--- config.mk ---
export PLATFORM = sky130hd
export DESIGN_NAME = vec_mem_seq_flat
export DESIGN_NICKNAME = d
export VERILOG_FILES = /design/src/rtl/vec_mem_seq_if.sv /design/src/rtl/vec_mem_seq.sv /design/src/flat_wrapper.sv
export SDC_FILE = /design/constraint.sdc
export NUM_CORES = 1
export LEC_CHECK = 0
export BUFFER_PORTS_ARGS = -buffer_cell sky130_fd_sc_hd__buf_2
export CORE_MARGIN = 2
export CORE_UTILIZATION = 60
export CTS_BUF_LIST = sky130_fd_sc_hd__clkbuf_4
export DETAILED_ROUTE_END_ITERATION = 12
export PLACE_DENSITY = 0.95
export SYNTH_ARGS = -nofsm -noshare
export SYNTH_HDL_FRONTEND = slang
export SYNTH_SLANG_ARGS = --single-unit
--- constraint.sdc ---
create_clock -name Clk1 -period 6.65 [get_ports Clk1]
set_input_delay 0.665 -clock Clk1 [delete_from_list [all_inputs] [get_ports Clk1]]
set_output_delay 0.665 -clock Clk1 [all_outputs]
set_load 0.005 [all_outputs]
--- src/rtl/vec_mem_seq_if.sv ---
// Bus bundle between the execute stage / DRAM port and the vector memory
// sequencer. The master side is the environment (execute stage plus DRAM),
// the slave side is the sequencer itself.
interface vec_mem_seq_if #(
    parameter int AW = 16,
    parameter int DW = 16,
    parameter int IW = 4
);
    // Execute-stage command and store data
    logic          Start;
    logic          IsWrite;
    logic [AW-1:0] Base;
    logic [AW-1:0] Stride;
    logic [4:0]    Len;
    logic [DW-1:0] WrData;
    logic          WrReq;

    // Load element stream and status
    logic [DW-1:0] RdData;
    logic          RdValid;
    logic [IW-1:0] RdIdx;
    logic          Busy;
    logic          Done;

    // DRAM pins
    logic [AW-1:0] Addr;
    logic          RD;
    logic          WR;
    logic [DW-1:0] MemDataOut;
    logic [DW-1:0] MemDataIn;

    modport master (
        output Start, IsWrite, Base, Stride, Len, WrData, MemDataIn,
        input  WrReq, RdData, RdValid, RdIdx, Busy, Done,
               Addr, RD, WR, MemDataOut
    );

    modport slave (
        input  Start, IsWrite, Base, Stride, Len, WrData, MemDataIn,
        output WrReq, RdData, RdValid, RdIdx, Busy, Done,
               Addr, RD, WR, MemDataOut
    );
endinterface

--- src/rtl/vec_mem_seq.sv ---
// Vector load/store sequencer. On Start it issues Len single-word DRAM
// accesses at Base, Base+Stride, ... (one per cycle). Loads return an indexed,
// registered element stream; stores consume one element per cycle.
module vec_mem_seq #(
    parameter int AW      = 16,
    parameter int DW      = 16,
    parameter int MAX_LEN = 16,
    parameter int RD_LAT  = 1
) (
    input  logic           Clk1,
    input  logic           Reset,
    vec_mem_seq_if.slave   bus
);
    localparam int IW = $clog2(MAX_LEN);
    localparam int CW = 5;
    localparam logic [CW-1:0] MAX_LEN_C = CW'(MAX_LEN);
    localparam logic [CW-1:0] ONE_C     = {{(CW-1){1'b0}}, 1'b1};
    localparam logic [CW-1:0] ZERO_C    = {CW{1'b0}};

    typedef enum logic [1:0] {
        ST_IDLE  = 2'd0,
        ST_ISSUE = 2'd1,
        ST_DRAIN = 2'd2,
        ST_FIN   = 2'd3
    } state_e;

    state_e             state_q,     state_d;
    logic               is_write_q,  is_write_d;
    logic [AW-1:0]      stride_q,    stride_d;
    logic [AW-1:0]      next_addr_q, next_addr_d;
    logic [CW-1:0]      remain_q,    remain_d;
    logic [CW-1:0]      len_q,       len_d;
    logic [CW-1:0]      rcv_cnt_q,   rcv_cnt_d;
    logic               rd_q,        rd_d;
    logic               wr_q,        wr_d;
    logic [AW-1:0]      addr_q,      addr_d;
    logic               busy_q,      busy_d;
    logic               done_q,      done_d;
    logic [RD_LAT-1:0]  pipe_q,      pipe_d;
    logic               rd_valid_q,  rd_valid_d;
    logic [DW-1:0]      rd_data_q,   rd_data_d;
    logic [IW-1:0]      rd_idx_q,    rd_idx_d;

    logic [CW-1:0]      len_eff_s;
    logic               capture_s;

    // Clamp the requested element count to the supported maximum
    always_comb begin
        if (bus.Len > MAX_LEN_C) begin
            len_eff_s = MAX_LEN_C;
        end else begin
            len_eff_s = bus.Len;
        end
    end

    // Sequencer FSM: command capture, address accumulation and strobe generation
    always_comb begin
        state_d     = state_q;
        is_write_d  = is_write_q;
        stride_d    = stride_q;
        len_d       = len_q;
        next_addr_d = next_addr_q;
        remain_d    = remain_q;
        busy_d      = busy_q;
        done_d      = 1'b0;
        rd_d        = 1'b0;
        wr_d        = 1'b0;
        addr_d      = {AW{1'b0}};
        case (state_q)
            ST_IDLE: begin
                busy_d = 1'b0;
                if (bus.Start) begin
                    is_write_d = bus.IsWrite;
                    stride_d   = bus.Stride;
                    len_d      = len_eff_s;
                    busy_d     = 1'b1;
                    if (len_eff_s == ZERO_C) begin
                        state_d = ST_FIN;
                        done_d  = 1'b1;
                    end else begin
                        // First access goes out in the very next cycle
                        state_d     = ST_ISSUE;
                        rd_d        = ~bus.IsWrite;
                        wr_d        = bus.IsWrite;
                        addr_d      = bus.Base;
                        next_addr_d = bus.Base + bus.Stride;
                        remain_d    = len_eff_s - ONE_C;
                    end
                end else begin
                    state_d = ST_IDLE;
                end
            end
            ST_ISSUE: begin
                // remain_q counts accesses still to issue after the one on the pins now
                if (remain_q != ZERO_C) begin
                    state_d     = ST_ISSUE;
                    rd_d        = ~is_write_q;
                    wr_d        = is_write_q;
                    addr_d      = next_addr_q;
                    next_addr_d = next_addr_q + stride_q;
                    remain_d    = remain_q - ONE_C;
                end else if (is_write_q) begin
                    state_d = ST_FIN;
                    done_d  = 1'b1;
                end else begin
                    state_d = ST_DRAIN;
                end
            end
            ST_DRAIN: begin
                // Element counter and valid flag update together on the last capture
                if (rd_valid_q && (rcv_cnt_q == len_q)) begin
                    state_d = ST_FIN;
                    done_d  = 1'b1;
                end else begin
                    state_d = ST_DRAIN;
                end
            end
            ST_FIN: begin
                state_d = ST_IDLE;
                busy_d  = 1'b0;
            end
            default: begin
                state_d = ST_IDLE;
                busy_d  = 1'b0;
            end
        endcase
    end

    // Read return path: track in-flight reads and register returning elements
    always_comb begin
        pipe_d    = {RD_LAT{1'b0}};
        pipe_d[0] = rd_q;
        for (int j = 1; j < RD_LAT; j++) begin
            pipe_d[j] = pipe_q[j-1];
        end
        capture_s  = pipe_q[RD_LAT-1];
        rd_valid_d = capture_s;
        if (capture_s) begin
            rd_data_d = bus.MemDataIn;
            rd_idx_d  = rcv_cnt_q[IW-1:0];
        end else begin
            rd_data_d = rd_data_q;
            rd_idx_d  = rd_idx_q;
        end
        if (state_q == ST_IDLE) begin
            rcv_cnt_d = ZERO_C;
        end else if (capture_s) begin
            rcv_cnt_d = rcv_cnt_q + ONE_C;
        end else begin
            rcv_cnt_d = rcv_cnt_q;
        end
    end

    // State and output registers with synchronous reset
    always_ff @(posedge Clk1) begin
        if (Reset) begin
            state_q     <= ST_IDLE;
            is_write_q  <= 1'b0;
            stride_q    <= {AW{1'b0}};
            next_addr_q <= {AW{1'b0}};
            remain_q    <= ZERO_C;
            len_q       <= ZERO_C;
            rcv_cnt_q   <= ZERO_C;
            rd_q        <= 1'b0;
            wr_q        <= 1'b0;
            addr_q      <= {AW{1'b0}};
            busy_q      <= 1'b0;
            done_q      <= 1'b0;
            pipe_q      <= {RD_LAT{1'b0}};
            rd_valid_q  <= 1'b0;
            rd_data_q   <= {DW{1'b0}};
            rd_idx_q    <= {IW{1'b0}};
        end else begin
            state_q     <= state_d;
            is_write_q  <= is_write_d;
            stride_q    <= stride_d;
            next_addr_q <= next_addr_d;
            remain_q    <= remain_d;
            len_q       <= len_d;
            rcv_cnt_q   <= rcv_cnt_d;
            rd_q        <= rd_d;
            wr_q        <= wr_d;
            addr_q      <= addr_d;
            busy_q      <= busy_d;
            done_q      <= done_d;
            pipe_q      <= pipe_d;
            rd_valid_q  <= rd_valid_d;
            rd_data_q   <= rd_data_d;
            rd_idx_q    <= rd_idx_d;
        end
    end

    // Store data is a combinational pass, gated so the pins are quiet otherwise
    assign bus.MemDataOut = wr_q ? bus.WrData : {DW{1'b0}};
    assign bus.WrReq      = wr_q;
    assign bus.RD         = rd_q;
    assign bus.WR         = wr_q;
    assign bus.Addr       = addr_q;
    assign bus.Busy       = busy_q;
    assign bus.Done       = done_q;
    assign bus.RdValid    = rd_valid_q;
    assign bus.RdData     = rd_data_q;
    assign bus.RdIdx      = rd_idx_q;

endmodule

--- src/flat_wrapper.sv ---
// flat-port wrapper written by rule: the top's interface ports become plain ports
module vec_mem_seq_flat 
#(
    parameter int AW      = 16,
    parameter int DW      = 16,
    parameter int MAX_LEN = 16,
    parameter int RD_LAT  = 1
)
  (Clk1, Reset, bus_Start, bus_IsWrite, bus_Base, bus_Stride, bus_Len, bus_WrData, bus_MemDataIn, bus_WrReq, bus_RdData, bus_RdValid, bus_RdIdx, bus_Busy, bus_Done, bus_Addr, bus_RD, bus_WR, bus_MemDataOut);
  vec_mem_seq_if #(.AW(AW), .DW(DW), .IW(4)) bus_i ();
  input  logic Clk1;
  input  logic Reset;
  input wire logic [$bits(bus_i.Start)-1:0] bus_Start;
  input wire logic [$bits(bus_i.IsWrite)-1:0] bus_IsWrite;
  input wire logic [$bits(bus_i.Base)-1:0] bus_Base;
  input wire logic [$bits(bus_i.Stride)-1:0] bus_Stride;
  input wire logic [$bits(bus_i.Len)-1:0] bus_Len;
  input wire logic [$bits(bus_i.WrData)-1:0] bus_WrData;
  input wire logic [$bits(bus_i.MemDataIn)-1:0] bus_MemDataIn;
  output wire logic [$bits(bus_i.WrReq)-1:0] bus_WrReq;
  output wire logic [$bits(bus_i.RdData)-1:0] bus_RdData;
  output wire logic [$bits(bus_i.RdValid)-1:0] bus_RdValid;
  output wire logic [$bits(bus_i.RdIdx)-1:0] bus_RdIdx;
  output wire logic [$bits(bus_i.Busy)-1:0] bus_Busy;
  output wire logic [$bits(bus_i.Done)-1:0] bus_Done;
  output wire logic [$bits(bus_i.Addr)-1:0] bus_Addr;
  output wire logic [$bits(bus_i.RD)-1:0] bus_RD;
  output wire logic [$bits(bus_i.WR)-1:0] bus_WR;
  output wire logic [$bits(bus_i.MemDataOut)-1:0] bus_MemDataOut;
  assign bus_i.Start = bus_Start;
  assign bus_i.IsWrite = bus_IsWrite;
  assign bus_i.Base = bus_Base;
  assign bus_i.Stride = bus_Stride;
  assign bus_i.Len = bus_Len;
  assign bus_i.WrData = bus_WrData;
  assign bus_i.MemDataIn = bus_MemDataIn;
  assign bus_WrReq = bus_i.WrReq;
  assign bus_RdData = bus_i.RdData;
  assign bus_RdValid = bus_i.RdValid;
  assign bus_RdIdx = bus_i.RdIdx;
  assign bus_Busy = bus_i.Busy;
  assign bus_Done = bus_i.Done;
  assign bus_Addr = bus_i.Addr;
  assign bus_RD = bus_i.RD;
  assign bus_WR = bus_i.WR;
  assign bus_MemDataOut = bus_i.MemDataOut;
  vec_mem_seq #(.AW(AW), .DW(DW), .MAX_LEN(MAX_LEN), .RD_LAT(RD_LAT)) u_core (.Clk1(Clk1), .Reset(Reset), .bus(bus_i));
endmodule
* After elaboration in Yosys (flattened, before gate mapping) *
Cells that the tools add are included.

word-level totals
  bits in registers = 92
  output and inout port bits = 58
  ROM bits = 0
  memories = 0
  latch bits = 0
  RAM bits = 0

operators by class
  div/mod/pow operators = 0
  mux-type cells = 36
  add/sub/neg operators = 5
  bitwise logic cells = 2
  equal/unequal tests = 7
  shift-type cells = 0
  multiply operators = 0
  reduce and logical (&&, ||, !) cells = 9
  order comparisons = 1

operators with widths
  kind                   number
  $mux W16               7
  $pmux W16 S2           2
  $add A16 B16 Y16       2
  $mux W5                4
  $mux W1                14
  $pmux W5 S2            1
  $sub A5 B1 Y5 const B  2
  $pmux W2 S4            1
  $mux W2                3
  $pmux W1 S2            3
  $add A5 B1 Y5 const B  1
  $eq A5 B5 Y1           1
  $gt A5 B5 Y1 const B   1
  $logic_not A5 Y1       1
  $reduce_bool A5 Y1     1
  $eq A2 B2 Y1 const B   2
  $ne A2 B2 Y1 const B   2
  $reduce_and A4 Y1      1
  $reduce_bool A2 Y1     2
  $pmux W1 S3            1
  $eq A2 B1 Y1 const B   1
  $logic_not A2 Y1       1
  $ne A2 B1 Y1 const B   1
  $not A1 Y1             2
  3 further kinds        3

* Depth between registers and ports, before layout *
  depth after elaboration = 6
  gate-level depth with buffers = 11

* Least setup slack after synthesis *
No wires, ideal clock.

  kind = in2reg
  start = input port bus_Stride[1]
  end = register u_core.next_addr_q[9]
  arrival time = 2.344 ns
  required time = 6.558 ns
  setup slack = 4.214 ns
  stages on the path = 8
  cell sequence = ha_1 a211oi_1 nor3_1 o31a_1 o21ai_0 mux2i_1 nor2_1 nor4_1

between the ends
  cells in the longest elaborated chain, start to end = 4

RTL lines
  element                 RTL line            source
  start: declaration      flat_wrapper.sv:16  input wire logic [$bits(bus_i.Stride)-1:0] bus_Stride;
  $add A16 B16 Y16        vec_mem_seq.sv:86   next_addr_d = bus.Base + bus.Stride;
  $mux W16                vec_mem_seq.sv:77   if (len_eff_s == ZERO_C) begin
  $mux W16                vec_mem_seq.sv:72   if (bus.Start) begin
  $pmux W16 S2            vec_mem_seq.sv:69   case (state_q)
  end signal: assignment  vec_mem_seq.sv:160  next_addr_q <= {AW{1'b0}};
  end signal: assignment  vec_mem_seq.sv:177  next_addr_q <= next_addr_d;
  end: declaration        vec_mem_seq.sv:30   logic [AW-1:0] next_addr_q, next_addr_d;

No other way between the ends. The select of a mux whose other input is x is not followed.
A chain may end at the register's enable or synchronous reset.

* Final worst setup path *
  start = register u_core.state_q[0]
  end = register u_core.addr_q[0], in the netlist u_core.bus.Addr[0]

between the ends
  cells in the longest elaborated chain, start to end = 2

RTL lines
  element                                                  RTL line            source
  start: declaration                                       vec_mem_seq.sv:27   state_e state_q, state_d;
  start signal: assignment                                 vec_mem_seq.sv:174  state_q <= state_d;
  $eq A2 B1 Y1 / $logic_not A2 Y1 (equally long branches)  vec_mem_seq.sv:69
  $pmux W16 S2 (*)                                         vec_mem_seq.sv:69
  end signal: assignment                                   vec_mem_seq.sv:166  addr_q <= {AW{1'b0}};
  end signal: assignment                                   vec_mem_seq.sv:183  addr_q <= addr_d;
  end: declaration                                         vec_mem_seq.sv:36   logic [AW-1:0] addr_q, addr_d;

Every way passes the cells marked *; elsewhere a longest branch is shown, timed or not.

==> results.toml <==
[run_status]
outcome = "completed"

[worst_hold_path]
hold_start = "bus_MemDataIn[2]"
hp-class = "input port to register"

[layout]
final_cell_mix = "130 x buf_2, 92 x dfxtp_1, 82 x nor2_1, 63 x a21oi_1, 60 x nand2_1"
finalNonFillerCells = 845
multi_input_area_um2 = 3130
nFillCells = 659
n_antenna_cell = 0
areaGrowthSynthToFinish_pct = 15.8
regArea_um2 = 1840
final_layout_size_suffix_gt1_frac = 0.219
fin_nets = 846
layout_commonest_cell = "buf_2"

[timing]
timing_hold_violations_final = 0
maxSlewViolCount = 0
rsz0062_at_grt = "no"
setup_viol = 0
period_share = 0.450
max_slew.worst_pin.slew_ns = 1.09
fin_skew_ns = 0.0161
fin_hold_ws_ns = 0.430
tns_ns = 0
slew-limit-headroom = 0.271
fmax_ghz = 0.334
min_period_ns = 2.99

[placement]
place_congestion = 1.05
port_buffers = 130
placed_cells = 829
dp_hpwl_mm = 10.4

[pwr]
sw_frac_of_total = 0.430
powerDensity_nw_per_um2 = 320
seqPwrFrac = 0.391
total_power_mw = 1.92
clkPwrFrac = 0.160
power.switching_uw = 825
p_int_mw = 1.09
p_leak_nw = 2.69
p_comb_frac = 0.449
ir_drop_mv = 0.163

[logic_synthesis]
ys_ff_latch = 92
dominantRegCellSynth = "dfxtp_1"
netlist_instances = 621
ys_warn_count = 0
synth-edff-count = 0
async_flop_share = 0
syn_nets = 732
netlist_area_um2 = 5170
avgSynthCellArea_um2 = 8.33
ys_types = 52
seq_area_frac_synth = 0.356

[clock_tree]
clkLatencyLatePin_ns = 0.46
cts_hold_buf = 0
cts_sinks = 92
clock_path_buffers = 2
cts_resized = 0
h-tree-depth = 3
root_buffer = "clkbuf_4"
cts_buffers = 9
cts_tree = "yes"
cts_setup_buffers = 0
clkTransAtPathRegs_ns = 0.17

[worst_setup_path]
critPathLaunch = "u_core.state_q[0]"
required_ns = 7.06
startpoint_type = "register"
critical_path_arrival_ns = 3.40
end_kind = "register"
r2r_start = "u_core.state_q[0]"
path_class = "register to register"
path_max_fanout = 30

[flow_run]
maxCapViolCount = 0

[floorplanning]
start_util = 0.623
die_x_um = 96.9
dieArea_um2 = 9380
fp-row-count = 33
ios = 131
die_h_um = 96.9
core-area_um2 = 8300

[drt]
drt_iter0_drc = 303
ant_nets = 0
wl_per_cell_um = 16.7
via_per_inst = 6.00
drc_errors = 0
drt-total-wl_mm = 14.1
firstDrtPassIters = 5
via_count = 5067

[global_routing]
grt_antenna_before_repair = 0
grt_pass1_wl_mm = 23.1
grt_util_all_layers = 0.292
grt_pass1_vias = 4866
gr-total-overflow = 0
grt_max_degree = 66
## critical path, cell delays in order, from the launching register on
cell	delay (ns)
dfxtp_1	0.36
inv_1	0.09
ha_1	0.46
nand2_1	0.76
nor2_1	0.79
buf_4	0.30
a22oi_1	0.10
nor2_1	0.08
## power groups by stage
stage               combinational, mW  clock, mW  sequential, mW
finish                          0.862      0.307           0.749
global placement                0.814          0           0.753
CTS                             0.845      0.310           0.746
global route                    0.953      0.329           0.762
floorplan                       0.648          0           0.733
detailed placement              0.838          0           0.758
## per-stage QoR
stage | utilization | setup WS (ns) | cell area [um^2]
after floorplan | - | 4.21 | 5170
after global placement | 0.705 | 3.93 | 5850
after detailed placement | 0.705 | 3.75 | 5850
after CTS | 0.722 | 3.70 | 5990
after global routing | 0.722 | 3.44 | 5990
final | 0.722 | 3.66 | 5990
## cell usage after synthesis (all sizes together) (3+ instances only)
master,number,share of area
dfxtp,92,0.36
nor2,82,0.060
a21oi,63,0.061
nand2,60,0.044
ha,36,0.087
mux2i,30,0.058
o21ai,25,0.024
clkbuf,24,0.017
and2,20,0.024
xnor2,17,0.029
a22oi,16,0.023
inv,15,0.011
xor2,14,0.024
nor3,13,0.013
a211oi,11,0.020
a21o,10,0.015
nor2b,10,0.012
nor3b,10,0.015
buf,9,0.011
nand2b,8,0.0097
nand3,7,0.0068
nand4,7,0.0085
a221oi,5,0.0085
a31oi,5,0.0060
o211ai,4,0.0058
a311oi,3,0.0063
a41oi,3,0.0051
## area by class of cell
type                       instances  share of cell area
tap                              105              0.0219
clock inverter                     7              0.0113
clock buffer                       9              0.0113
sequential                        92               0.308
timing repair buffer             136               0.116
inverter                          15             0.00940
multi-input combinational        481               0.522
## final timing paths
kind	slack [ns]	to	cells past startpoint
worst max-delay path	3.66	u_core.bus.Addr[0]	7
worst max register to register	3.66	u_core.bus.Addr[0]	7
worst min register to register	0.47	u_core.stride_q[2]	2
worst min-delay path	0.43	u_core.bus.RdData[2]	3
## routing by layer
| metal | part of all wire | GRT usage |
|---|---|---|
| met1 | 0.41 | 0.388 |
| met2 | 0.49 | 0.495 |
| met3 | 0.074 | 0.0397 |
| met4 | 0.018 | 0.0910 |
| met5 | 0 | 0 |
## registers in the layout, summed over array words and instances (netlist names), 2 cells and up
register	cells
u_core.remain_q	5
u_core.bus.Addr	16
u_core.stride_q	16
u_core.next_addr_q	16
u_core.rcv_cnt_q	5
u_core.bus.RdData	16
u_core.len_q	5
u_core.state_q	2
u_core.bus.RdIdx	4
## logic make-up after synthesis
logic type               count (synthesis)  share of synthesized area
multiplexers                            30                     0.0581
adder cells (fa/ha/maj)                 38                     0.0948
XOR/XNOR                                31                     0.0525
AND/OR/NAND/NOR                        222                      0.199
AO/OA/AOI/OAI                          160                      0.200
flip-flops                              92                      0.356
buffers and inverters                   48                     0.0389
Power figures use the tool's default switching activity.
